### config.mk
export PLATFORM = sky130hd
export DESIGN_NAME = id_ex_stage_reg
export DESIGN_NICKNAME = d
export VERILOG_FILES = /design/src/rtl/id_ex_stage_reg.sv
export SDC_FILE = /design/constraint.sdc
export NUM_CORES = 1
export LEC_CHECK = 0
export ABC_AREA = 1
export BUFFER_PORTS_ARGS = -buffer_cell sky130_fd_sc_hd__buf_2
export CAP_MARGIN = 20
export CORE_MARGIN = 5
export CORE_UTILIZATION = 45
export CTS_CLUSTER_DIAMETER = 30
export CTS_CLUSTER_SIZE = 10
export DETAILED_ROUTE_END_ITERATION = 16
export PLACE_DENSITY = 0.8
export SLEW_MARGIN = 20
export SYNTH_ARGS = -nofsm -noshare
export SYNTH_HDL_FRONTEND = slang
export SYNTH_SLANG_ARGS = --single-unit
### constraint.sdc
create_clock -name clk -period 2.2 [get_ports clk]
set_clock_uncertainty 0.15 [all_clocks]
set_input_delay 0.11 -clock clk [delete_from_list [all_inputs] [get_ports clk]]
set_output_delay 0.11 -clock clk [all_outputs]
set_load 0.1 [all_outputs]
### src/rtl/id_ex_stage_reg.sv
// ID/EX pipeline register with load-use hazard detection,
// branch flush and saturating stall/flush cycle counters.
module id_ex_stage_reg #(
  parameter int DATA_W = 32,
  parameter int REG_W  = 5,
  parameter int CNT_W  = 16
) (
  input  logic              clk,
  input  logic              rst,
  input  logic              id_valid,
  input  logic [REG_W-1:0]  id_rs,
  input  logic [REG_W-1:0]  id_rt,
  input  logic [REG_W-1:0]  id_rd,
  input  logic              id_uses_rt,
  input  logic              id_regdst,
  input  logic [1:0]        id_regwrite,
  input  logic              id_memread,
  input  logic              id_memwrite,
  input  logic              id_memtoreg,
  input  logic              id_alusrc,
  input  logic [3:0]        id_aluop,
  input  logic [DATA_W-1:0] id_rs_data,
  input  logic [DATA_W-1:0] id_rt_data,
  input  logic [DATA_W-1:0] id_imm,
  input  logic              ex_flush,
  output logic              ex_valid,
  output logic              ex_memread,
  output logic              ex_memwrite,
  output logic              ex_memtoreg,
  output logic              ex_alusrc,
  output logic [1:0]        ex_regwrite,
  output logic [3:0]        ex_aluop,
  output logic [REG_W-1:0]  ex_rs,
  output logic [REG_W-1:0]  ex_rt,
  output logic [REG_W-1:0]  ex_regdest,
  output logic [DATA_W-1:0] ex_rs_data,
  output logic [DATA_W-1:0] ex_rt_data,
  output logic [DATA_W-1:0] ex_imm,
  output logic              pc_write,
  output logic              ifid_write,
  output logic [CNT_W-1:0]  stall_cnt,
  output logic [CNT_W-1:0]  flush_cnt
);

  typedef struct packed {
    logic              valid;
    logic [1:0]        regwrite;
    logic              memread;
    logic              memwrite;
    logic              memtoreg;
    logic              alusrc;
    logic [3:0]        aluop;
    logic [REG_W-1:0]  rs;
    logic [REG_W-1:0]  rt;
    logic [REG_W-1:0]  regdest;
    logic [DATA_W-1:0] rs_data;
    logic [DATA_W-1:0] rt_data;
    logic [DATA_W-1:0] imm;
  } ex_t;

  ex_t              ex_q, ex_d;
  logic [CNT_W-1:0] stall_q, stall_d;
  logic [CNT_W-1:0] flush_q, flush_d;
  logic             hazard;
  logic             rs_hit, rt_hit;

  // Load in EX whose destination is read by the ID instruction
  always_comb begin
    rs_hit = (ex_q.regdest == id_rs);
    rt_hit = id_uses_rt & (ex_q.regdest == id_rt);
    hazard = ex_q.valid & ex_q.memread
           & (ex_q.regdest != '0)
           & (rs_hit | rt_hit) & id_valid;
  end

  // A flush redirects the PC, so it overrides the hold
  assign pc_write   = ~hazard | ex_flush;
  assign ifid_write = ~hazard | ex_flush;

  // Next EX contents: flush, then stall bubble, then capture
  always_comb begin
    ex_d    = '0;
    stall_d = stall_q;
    flush_d = flush_q;
    if (ex_flush) begin
      if (flush_q != '1) flush_d = flush_q + CNT_W'(1);
    end else if (hazard) begin
      if (stall_q != '1) stall_d = stall_q + CNT_W'(1);
    end else if (id_valid) begin
      ex_d.valid    = 1'b1;
      ex_d.regwrite = id_regwrite;
      ex_d.memread  = id_memread;
      ex_d.memwrite = id_memwrite;
      ex_d.memtoreg = id_memtoreg;
      ex_d.alusrc   = id_alusrc;
      ex_d.aluop    = id_aluop;
      ex_d.rs       = id_rs;
      ex_d.rt       = id_rt;
      ex_d.regdest  = id_regdst ? id_rd : id_rt;
      ex_d.rs_data  = id_rs_data;
      ex_d.rt_data  = id_rt_data;
      ex_d.imm      = id_imm;
    end
  end

  // Pipeline register and counters, synchronous reset
  always_ff @(posedge clk) begin
    if (rst) begin
      ex_q    <= '0;
      stall_q <= '0;
      flush_q <= '0;
    end else begin
      ex_q    <= ex_d;
      stall_q <= stall_d;
      flush_q <= flush_d;
    end
  end

  assign ex_valid    = ex_q.valid;
  assign ex_regwrite = ex_q.regwrite;
  assign ex_memread  = ex_q.memread;
  assign ex_memwrite = ex_q.memwrite;
  assign ex_memtoreg = ex_q.memtoreg;
  assign ex_alusrc   = ex_q.alusrc;
  assign ex_aluop    = ex_q.aluop;
  assign ex_rs       = ex_q.rs;
  assign ex_rt       = ex_q.rt;
  assign ex_regdest  = ex_q.regdest;
  assign ex_rs_data  = ex_q.rs_data;
  assign ex_rt_data  = ex_q.rt_data;
  assign ex_imm      = ex_q.imm;
  assign stall_cnt   = stall_q;
  assign flush_cnt   = flush_q;

endmodule

## Yosys cells after proc, flatten, opt, wreduce, memory -nomap -nowiden

Index checks and enable logic that the tools add are counted.
W data, S select, Z words.

- Flip-flop bits (word level): 154
- Bits of input ports: 127
- Output and inout bits: 156
- Logic and storage cells: 38

- Add/sub/neg operators: 2
- Equal/unequal tests: 4
- Mux-type cells: 2
- Bitwise gates (word level): 10
- Reductions and logical operators: 5

Operator list:

| kind | number |
|---|---|
| $mux W122 | 1 |
| $add A16 B1 Y16 const B | 2 |
| $ne A16 B16 Y1 const B | 2 |
| $eq A5 B5 Y1 | 2 |
| $and A1 B1 Y1 | 5 |
| $mux W5 | 1 |
| $reduce_bool A5 Y1 | 1 |
| $reduce_or A4 Y1 | 1 |
| $not A1 Y1 | 3 |
| $reduce_and A3 Y1 | 1 |
| $reduce_or A3 Y1 | 1 |
| $or A1 B1 Y1 | 2 |
| $reduce_and A2 Y1 | 1 |

## Depth between registers and ports, before layout

- Depth in word-level cells: 7
- Mapped depth: 12

## Worst setup path before layout

OpenSTA, ideal clock, no wires.

- Path kind: reg2reg
- From: reg flush_q[1] (netlist: flush_cnt[1])
- To: reg flush_q[9] (netlist: flush_cnt[9])
- Setup time: 64 ps
- Arrival time: 2251 ps
- Required time: 1986 ps
- Slack: -265 ps
- Stages on the path, launching flop included: 12
- Buffers on the path: 0
- Period minus slack after synthesis: 2465 ps
- Cell sequence: dfxtp_1 > ha_1 > nand3_1 > nor3_2 > nand3_1 > nand2_2 > inv_2 > nand2_1 > nor2_1 > nand2_1 > nand2_1 > nor2_1

- Cells in the longest elaborated chain, start to end: 2
- Elaborated cells on any way between the ends: 3
- Classes of those cells: add/sub (1); eq/ne (1); reduce/logical (1)

Ends and longest elaborated chain:

| element | line | source |
|---|---|---|
| from (decl) | 63 | `logic [CNT_W-1:0] flush_q, flush_d;` |
| from (signal assigned) | 115 | `flush_q <= flush_d;` |
| parallel branches: the longest is 2 deep, another holds $add A16 B1 Y16 | -- |  |

Parallel ways; which one is timed is not known.
A chain may end at the register's enable or synchronous reset.

## Worst setup path in the final report

- From: reg ex_q, in the netlist ex_regdest[1]
- To: out ifid_write

- Cells in the longest elaborated chain, start to end: 7
- Elaborated cells on any way between the ends: 10
- Classes of those cells: eq/ne (2); bitwise (7); reduce/logical (1)

Ends and longest elaborated chain:

| element | line | source |
|---|---|---|
| from (decl) | 61 | `ex_t ex_q, ex_d;` |
| from (signal assigned) | 109 | `ex_q <= '0;` |
| from (signal assigned) | 113 | `ex_q <= ex_d;` |
| $eq A5 B5 Y1 | 70 | `rt_hit = id_uses_rt & (ex_q.regdest == id_rt);` |
| $and A1 B1 Y1 | 70 |  |
| $or A1 B1 Y1 | 73 | `& (rs_hit \| rt_hit) & id_valid;` |
| $and A1 B1 Y1 (*) (2 in a row) | 73 |  |
| $not A1 Y1 (*) | 78 | `assign ifid_write = ~hazard \| ex_flush;` |
| $or A1 B1 Y1 (*) | 78 |  |
| to (decl) | 40 | `output logic ifid_write,` |

Mark *: on every way between the ends. The rest lies on a longest branch, timed or not.

==> run summary <==
Sequential cells were found to cover 56.57% of the synthesized design area. The synthesized design spends more area on one cell type than any other, namely dfxtp_1. The worst path buffer plus inverter count came out at 2.

Of the cells placed in the final design, the portion with a size suffix greater than 1 is 31.62%. For the worst setup path, the data required time is 1940 ps. The beginning of the worst hold path was id_valid. Detailed placement finished with a half-perimeter wire length of 11640 um. The final weighted congestion in routability-driven placement is 0.9114. After global routing the overflow that remains totals 0. When the netlist entered floorplanning its net count stood at 831. The critical path goes through inv_2, nand2_1, nand2_1, nor2_1, nand3_1, nand2_2, nand3_4, buf_4. In this run the register-to-register setup slack is 190 ps.

The worst path needs 2040 ps of the cycle, external delays included. In the final design database the tool counted 1245 nets. Multiplexer cells account for 0% of the synthesized area. The horizontal die dimension was 120.1 um; the number of optimization iterations in the first detailed-route pass was 5. For the static power due to leakage, the log shows 4.820 nW. The count of pins over their slew limit was 0; the mean instance size in the synthesized netlist was 7.764 um^2. Cell at the root of the clock tree: clkbuf_16. Input and output buffers added on the ports amount to 282.

TritonCTS built the clock tree. The run gives 11960 um^2 as the area of the core. Static timing analysis puts the maximum clock frequency at 0.4901 GHz. The number of different library cells used by synthesis comes to 31.

The adder and majority gate portion of the synthesized area is 0.4591%. In this run the post-CTS setup repair buffer count came out at 0. The most common flop cell mapped by yosys is dfxtp_1. The count of flip-flops with a built-in enable after synthesis is 0, and the share of synthesized registers carrying an async set or reset is 0%. The cell count after synthesis is 702, and the delay of the slowest cell on the worst path is 360 ps. STA classifies the critical path startpoint as a register. The area fraction in compound gates after synthesis was 3.007%; the path depth of the worst reg2reg path was 10. For this run, the number of Yosys warnings is 0. The kind of cell adding the most delay to the critical path was simple AND/OR/NAND/NOR gates. Data on the critical path arrives at its endpoint at 1780 ps.

The proportion of netlist area held by the largest area contributor is 56.57%, and the effective utilization at floorplan is 45.56%. The total number of vias is 6009. Setup violations remaining at the end of the flow were counted as 0.

The routed length per instance is 15.99 um, and the maximum vdd ir drop is 565.6 uV. Summing every instance area after synthesis gives 5450 um^2. For this design the ratio of total power to cell area is 778.6 nW/um^2. CTS built an H-tree with a depth of 4. The floorplan die height works out to 120.1 um.

The kind of end point of the critical path was a primary output. The basic-gate share of the synthesized area counting and, or, nand and nor cells was 25.60%. The logs give 54 for the largest net degree at the start of global routing and 418 for the DRC violation total after the first TritonRoute iteration.

The worst setup path is of the reg2out kind. The layout-stage area growth over the synthesis result was 62.60%; the clock latency on the worst-skew pair was 420 ps. The run finished with clean final reports. The first global-routing pass estimated 31280 um of wire. The maximum clock path buffer count is 2, and the initial antenna violation count is 3. Along the worst path, the maximum fanout reaches 12.

The total global routing track utilization came out at 28.00%. The average via count per standard cell came out at 4.695. After synthesis, the largest family of logic cells by area is simple AND/OR/NAND/NOR gates.

In this design, the critical path's most frequently occurring cell is nand2_1. The standard-cell row count was 40. Max-cap violations in this run came to 0.

Headroom to the max-slew limit came out at 63.95%. The clock net in this run drives a total of 154 sinks. For this design the top-level I/O count stands at 283.

The most frequently used cell type in the post-synthesis netlist was nor2_1. The startpoint identified for the worst register-to-register timing path is ex_regdest[3]. The logs give 6144 for the number of global-route vias before repair and 0 for the number of routed nets with antenna violations. The actual slew at the worst max-slew pin came out at 544.4 ps. The tightest min-delay check is of the in2reg type. The routed design has 20470 um of wire. The endpoint of the most critical register-to-register path was ex_imm[15]. The synthesized design contains 154 register bits. For the die area, the log shows 14410 um^2.

The slowest stage of the critical path belongs to the cell dfxtp_2. In the finished design, the share of the clock period the worst path needs comes to 92.74%. The final number of hold-violating endpoints was 0; the total power was 6.900 mW.

Along the worst hold path, the cell count comes to 3. Setup repair after global routing could not meet its margin everywhere. After detailed routing, the number of remaining DRC violations is 0. The worst hold slack across all endpoints came out at 26.97 ps. Sorting the synthesized cells by how often they occur yields nor2_1 (188), dfxtp_1 (154), inv_1 (146). The endpoint with the worst hold slack is ex_valid. By area the synthesized netlist is led by dfxtp_1 (57%), nor2_1 (13%), inv_1 (10%). The share of the synthesized netlist area taken by xor and xnor gates was 0.6428%; the CTS buffer count was 17. The clock input transition at the sequential cells of the worst setup and hold paths came out at 60 ps.
## sequential cells by signal, summed over array words and instances, names as in the netlist
signal	flops
stall_cnt	16
ex_imm	32
ex_rs_data	32
ex_memwrite	1
ex_rt_data	32
ex_rt	5
ex_memread	1
ex_regdest	5
ex_valid	1
ex_aluop	4
flush_cnt	16
ex_rs	5
ex_alusrc	1
ex_memtoreg	1
ex_regwrite	2
## timing repair
item / 4_1_cts / 5_1_grt
hold endpoints to repair: 128 / 0
resized for setup: 0 / 5
setup endpoints to repair: 2 / 2
hold buffers: 128 / 0
## cell families (layout without fill, tap and decap cells)
group,after synthesis,after routing
AND/OR/NAND/NOR,335,335
XOR/XNOR,4,4
other,0,4
flip-flops,154,154
buffers and inverters,175,602
adder cells (fa/ha/maj),2,2
AO/OA/AOI/OAI,32,32
## report_power, final
group | internal [mW] | switching (mW)
clock | 1.79 | 1.20
sequential | 2.85 | 0.0247
combinational | 0.326 | 0.712
total | 4.97 | 1.93
## cells in the final DEF (no fill, tap or decap)
cell,n
buf_4,4
clkbuf_16,17
nand3_1,14
nor4_1,3
inv_1,146
nor3_2,1
nor2_1,188
nand4_2,1
nor3_1,6
clkinvlp_4,5
nand3_4,2
a21oi_1,16
inv_2,10
o21ai_0,11
dlygate4sd3_1,128
diode_2,4
ha_1,2
xor2_1,2
nor3b_1,1
nand4_1,8
clkinv_2,2
dfxtp_1,139
nand3b_1,1
dfxtp_2,15
inv_6,1
xnor2_1,2
bufinv_16,3
buf_12,2
a31oi_1,1
nor2_2,7
buf_2,280
clkinv_4,3
nand2_1,99
o21ai_1,3
clkbuf_1,1
nand4_4,1
o21bai_1,1
nand2_2,3
## cell type report
type,count,area (um^2)
Antenna cell,4,10.01
Clock buffer,18,429.2
Clock inverter,14,172.7
Fill cell,798,3099
Inverter,156,585.6
Multi-Input combinational cell,373,1627
Sequential cell,154,3102
Tap cell,147,183.9
Timing Repair Buffer,414,2753
## worst reg2reg max path: cells and delay by family (launching register included)
family | cells | cell delay (ps)
simple gates | 8 | 1020
buf+inv | 2 | 400
flops | 1 | 340
## metal layers
metal,wire (um),track usage (%),part of all wire (%),vias up
met3,1951,9.566,9.5,76
li1,-,-,-,2881
met4,939,16.03,4.6,0
met1,7111,28.58,35,2718
met2,10470,49.60,51,334
met5,0,0,0,-
## through the flow
step	cells	cell area (um^2)	utilization [%]	worst slack (ps)	setup TNS, ps
2_1_floorplan	702	5469	-	-11.24	-11.24
3_3_place_gp	1116	6957	58.16	369.6	0
3_5_place_dp	1116	6957	58.16	349.6	0
4_1_cts	1276	8840	73.90	-25.78	-51.05
5_1_grt	1280	8862	74.09	-10.87	-20.39
6_report	1280	8862	74.09	159.8	0
## worst max path at each step
stage | from | end | slack [ps] | cells after the start
2_1_floorplan | flush_cnt[6] | flush_cnt[9] | -10 | 10
3_3_place_gp | ex_regdest[3] | ex_rt_data[6] | 370 | 10
3_5_place_dp | ex_regdest[1] | ex_rt[3] | 350 | 8
4_1_cts | ex_regdest[1] | ifid_write | -30 | 8
5_1_grt | ex_regdest[1] | ifid_write | -10 | 8
6_report | ex_regdest[1] | ifid_write | 160 | 8
(Power assumes the default switching activity.)
